$ cat config.mk
export PLATFORM = sky130hd
export DESIGN_NAME = truth_table_sweeper
export DESIGN_NICKNAME = d
export VERILOG_FILES = /design/src/rtl/truth_table_sweeper.sv
export SDC_FILE = /design/constraint.sdc
export NUM_CORES = 1
export LEC_CHECK = 0
export BUFFER_PORTS_ARGS = -buffer_cell sky130_fd_sc_hd__buf_2
export CORE_MARGIN = 2
export CORE_UTILIZATION = 41
export DETAILED_ROUTE_END_ITERATION = 8
export SLEW_MARGIN = 20
export SYNTH_ARGS = -nofsm -noshare
export SYNTH_HDL_FRONTEND = slang
export SYNTH_SLANG_ARGS = --single-unit
$ cat constraint.sdc
create_clock -name clk -period 2.2 [get_ports clk]
set_input_delay 0.33 -clock clk [delete_from_list [all_inputs] [get_ports clk]]
set_output_delay 0.33 -clock clk [all_outputs]
set_load 0.05 [all_outputs]
$ cat src/rtl/truth_table_sweeper.sv
// Sweeps every input pattern of a small gate block in binary order, holds each
// for HOLD_CYCLES cycles and packs the sampled outputs into one result vector.
// Optional golden-result comparator: define SWEEP_CHECK_EN.
module truth_table_sweeper #(
    parameter int N_IN        = 3,
    parameter int N_OUT       = 2,
    parameter int HOLD_CYCLES = 10,
    parameter logic [N_OUT*(2**N_IN)-1:0] EXPECTED = '0
) (
    input  logic                        clk,
    input  logic                        rst_n,
    input  logic                        start,
    input  logic                        abort,
    input  logic [N_OUT-1:0]            dut_out,
    output logic [N_IN-1:0]             pat_out,
    output logic                        pat_valid,
    output logic                        busy,
    output logic                        done,
    output logic [N_OUT*(2**N_IN)-1:0]  result,
    output logic                        pass,
    output logic                        mismatch,
    output logic [1:0]                  state_dbg
);

    // Handshake: start is sampled only in IDLE (abort wins if both are high);
    // busy covers the whole sweep and done pulses for one cycle after the last capture.

    localparam int RW = N_OUT * (2 ** N_IN);
    localparam int HW = $clog2(HOLD_CYCLES);
    localparam logic [HW-1:0] H_LAST = HW'(HOLD_CYCLES - 1);

    typedef enum logic [1:0] {
        S_IDLE = 2'd0,
        S_RUN  = 2'd1,
        S_DONE = 2'd2
    } state_t;

    state_t          state;
    logic [HW-1:0]   hold_cnt;
    logic [31:0]     slot_shift;
    logic [RW-1:0]   slot_mask;
    logic [RW-1:0]   slot_data;
    logic [RW-1:0]   result_cap;
    logic            last_pat;
    logic            accept_start;
    logic            capture;

    // result with the current pattern's slot replaced by the live gate outputs
    always_comb begin
        slot_shift = 32'(pat_out) * 32'(N_OUT);
        slot_mask  = RW'({N_OUT{1'b1}}) << slot_shift;
        slot_data  = RW'(dut_out) << slot_shift;
        result_cap = (result & ~slot_mask) | slot_data;
    end

    assign last_pat     = &pat_out;
    assign accept_start = (state == S_IDLE) && start && !abort;
    assign capture      = (state == S_RUN) && !abort && (hold_cnt == H_LAST);
    assign state_dbg    = state;

    always_ff @(posedge clk or negedge rst_n) begin
        if (!rst_n) begin
            state     <= S_IDLE;
            hold_cnt  <= '0;
            pat_out   <= '0;
            pat_valid <= 1'b0;
            busy      <= 1'b0;
            done      <= 1'b0;
            result    <= '0;
        end else begin
            case (state)
                S_IDLE: begin
                    done <= 1'b0;
                    if (accept_start) begin
                        state     <= S_RUN;
                        pat_out   <= '0;
                        hold_cnt  <= '0;
                        result    <= '0;
                        pat_valid <= 1'b1;
                        busy      <= 1'b1;
                    end
                end
                S_RUN: begin
                    if (abort) begin
                        state     <= S_IDLE;
                        pat_out   <= '0;
                        hold_cnt  <= '0;
                        pat_valid <= 1'b0;
                        busy      <= 1'b0;
                    end else if (capture) begin
                        result   <= result_cap;
                        hold_cnt <= '0;
                        if (last_pat) begin
                            state     <= S_DONE;
                            done      <= 1'b1;
                            busy      <= 1'b0;
                            pat_valid <= 1'b0;
                            pat_out   <= '0;
                        end else begin
                            pat_out <= pat_out + N_IN'(1);
                        end
                    end else begin
                        hold_cnt <= hold_cnt + HW'(1);
                    end
                end
                S_DONE: begin
                    done  <= 1'b0;
                    state <= S_IDLE;
                end
                default: begin
                    state <= S_IDLE;
                    done  <= 1'b0;
                end
            endcase
        end
    end

`ifdef SWEEP_CHECK_EN
    // Verdict is judged on the result including the slot captured on the same edge.
    always_ff @(posedge clk or negedge rst_n) begin
        if (!rst_n) begin
            pass     <= 1'b0;
            mismatch <= 1'b0;
        end else if (accept_start || (state == S_RUN && abort)) begin
            pass     <= 1'b0;
            mismatch <= 1'b0;
        end else if (capture && last_pat) begin
            pass     <= (result_cap == EXPECTED);
            mismatch <= (result_cap != EXPECTED);
        end
    end
`else
    logic unused_expected;
    assign unused_expected = ^EXPECTED;
    assign pass     = 1'b0;
    assign mismatch = 1'b0;
`endif

endmodule

==> impl_summary.log <==
INFO  metric total_power_density_per_cell_area = 547 mW/mm2
INFO  metric start_kind = flop
INFO  metric comb_power_share = 0.140
INFO  metric worst_skew_late_latency = ~320 ps
INFO  metric finalWorstPathRequiredPeriod = ~1800 ps
INFO  metric dp.final_hpwl = about 2.2 mm
INFO  metric ys_warn_count = 0
INFO  metric clock_sinks = 27
INFO  metric globalplace.congestion = around 0.80
INFO  metric timing.hold.ws = -17.6 ps
INFO  metric antenna_found_initial = 0
INFO  metric synth_edf_count = 0
INFO  metric rr_worst_depth = 2
INFO  metric arrival = about 2000 ps
INFO  metric post_cts_resize_count = 0
INFO  metric finClkSkew = 8.04 ps
INFO  metric max-cap-violations = 0
INFO  metric cts.reportedPaths.clkPinSlew = 140 ps
INFO  metric mappedNetlistArea = ~0.0014 mm2
INFO  metric yosysUniqueCellTypes = 36
INFO  metric fmax = ~0.56 GHz
INFO  metric worstReg2RegStart = state_dbg[0]$_DFFE_PN0P_
INFO  metric min_path_type = input pin to asynchronous set/reset pin
INFO  metric number_of_global_route_vias_before_repair = 1081
INFO  metric failed_checks = negative hold slack
INFO  metric switching_share = 0.283
INFO  metric numPortBuffers = 29
INFO  metric row_count = 21
INFO  metric ctsHtreeMaxLevel = 1
INFO  metric cts_hold_buf = 0
INFO  metric synth_sequential_area_ratio = 0.488
INFO  metric syn_inst = between 100 and 150
INFO  metric worstSetupPathType = flop to flop
INFO  metric post-cts-setup-buffer-count = 0
INFO  metric setup_violation_total_in_the_final_timing_report = 0
INFO  metric drc = 0
INFO  metric floorplan.die.width = roughly 62 um
INFO  metric setup_repair_after_global_routing_missed_its_margin = false
INFO  metric power_switching = 0.242 mW
INFO  metric floorplan.die.height = 62.1 um
INFO  metric initial_utilization = 0.422
INFO  metric clock_tree.buffer_depth = 2
INFO  metric min_period_over_period = 0.813
INFO  metric diodes = 0
INFO  metric top_area_cells_in_the_synthesized_netlist = dfrtp_1, ha_1, o22ai_1
INFO  metric synth-seq-cells = 27
INFO  metric dieArea = 0.00386 mm2
INFO  metric clkPwrFrac = 0.250
INFO  metric worst_pin_slew = 589 ps
INFO  metric top_level_ports = 32
INFO  metric core = 0.00328 mm2
INFO  metric fin_area = between 0.0015 and 0.002 mm2
INFO  metric syn-mean-instance-area = around 11 um2
INFO  metric most_common_library_cell_in_the_layout_ignoring_fill_and_taps = buf_2
INFO  metric grt_max_degree = 28
INFO  metric peakVddDrop = approximately 0.00019 V
INFO  metric final_hold_viol_count = 27
INFO  metric yosys.area.top_type = dfrtp_1
INFO  metric post_drt_via_cell_ratio = 5.24
INFO  metric cp_data_required_time = around 2400 ps
INFO  metric dr.first_iter.drc_count = 50
INFO  metric ff2ff_setup_slack = just over 400 ps
INFO  metric finish.net_count = 174
INFO  metric numPlacedInstances = 201
INFO  metric p_int = 0.613 mW
INFO  metric flow.area_growth_from_synthesis = 12.9%
INFO  metric finalCoreUtilization = 0.476
INFO  metric synthArstFlopShare = 1.00
INFO  metric wire_length_of_the_first_global_routing_pass = 5.14 mm
INFO  metric tritoncts.num_buffers = 3
INFO  metric power.share.sequential = 0.610
INFO  metric grt_usage = 0.164
INFO  metric final-max-slew-violation-count = 0
INFO  metric result_of_the_run = finished, violations left
INFO  metric routed_wl = slightly below 3 mm
INFO  metric detail_route.first_pass.iterations = 4
INFO  metric synth_top_area_share = 0.488
INFO  metric reg2reg_to = result[15]$_DFFE_PN0P_
INFO  metric leakage = approximately 0.8 nW
INFO  metric routedWlPerCell = between 10 and 15 um
INFO  metric detailroute.via_count = ~1100
INFO  metric crit_fanout = 18
INFO  metric placedInstanceArea = approximately 0.0015 mm2
INFO  metric beginning_of_the_critical_path = state_dbg[0]$_DFFE_PN0P_
INFO  metric clock_tree_from_tritoncts = done
INFO  metric final_layout_size_suffix_gt1_frac = 0.245
INFO  metric timing.max_slew.rel_slack = 0.607
INFO  metric setup_tns = 0 ps
INFO  metric clockRootBuffer = clkbuf_4
INFO  metric main_flop_type_after_synthesis = dfrtp_1
INFO  metric grt-ovfl-total = 0
INFO  metric finalNonFillerCells = 205
INFO  metric setup.worst_path.end_class = flop
INFO  metric layout_common_cells = buf_2, dfrtp_1, nand2_1, o22ai_1, inv_1
INFO  metric ant_nets = 0
==> per-stage QoR <==
stage | worst slack (ps) | total power [mW] | hold slack [ps]
floorplan | 447 | 0.624 | 34.4
global placement | 455 | 0.648 | 362
detailed placement | 410 | 0.653 | 377
CTS | 396 | 0.872 | 3.00
global route | 321 | 0.909 | 6.73
finish | 411 | 0.855 | -17.6
==> logic make-up after synthesis <==
kind of cell / share of synthesized area
DFF: 0.488
xor gates and xnor gates: 0.00632
adders and majority gates: 0.0723
other: 0.00271
and+or+nand+nor: 0.194
buffers and inverters: 0.0768
AOI/OAI and AO/OA: 0.160
==> state kept, by name (all words and copies together), names as in the netlist <==
register   count
done           1
result        16
pat_out        3
hold_cnt       4
state_dbg      2
busy           1
==> routing by layer <==
layer,GRT usage,wire [um],part of all wire
met2,0.270,1370,0.48
met5,0,0,0
met3,0.0254,70,0.024
met4,0.0500,37,0.013
met1,0.223,1400,0.49
==> worst max-delay path: stages (launching register included) <==
cell and delay (ps):
dfrtp_1 480, or4b_1 830, a32o_2 390
==> power by group through the flow <==
stage	Combinational (mW)	Sequential (mW)	Clock, mW
floorplan	0.0778	0.546	0
global placement	0.118	0.530	0
detailed placement	0.123	0.530	0
CTS	0.123	0.521	0.228
global route	0.132	0.524	0.254
finish	0.120	0.521	0.214
==> worst max-delay path by stage <==
stage | cells past startpoint | end
global route | 2 | result[15]$_DFFE_PN0P_
floorplan | 3 | result[14]$_DFFE_PN0P_
CTS | 2 | result[15]$_DFFE_PN0P_
detailed placement | 3 | result[15]$_DFFE_PN0P_
global placement | 3 | result[15]$_DFFE_PN0P_
finish | 2 | result[15]$_DFFE_PN0P_
==> area by class of cell <==
| cell class | instances | area, um2 |
|---|---|---|
| clock buffer | 4 | 26.3 |
| fill | 332 | 1720 |
| inverter | 12 | 45.0 |
| multi-input combinational | 86 | 607 |
| sequential | 27 | 676 |
| tap | 46 | 57.6 |
| timing repair buffer | 30 | 153 |
==> synth_stat cells, drive strengths merged (2+ instances only) <==
master   number
a21o          2
or2b          2
inv          12
nor3          4
o21ai         2
nand2        20
and4          3
a32o          4
ha            8
dfrtp        27
nand4         3
nor4          2
o2bb2ai       3
o22ai        13
nand3         4
buf           7
No activity file was read; power rests on OpenSTA's default activity.
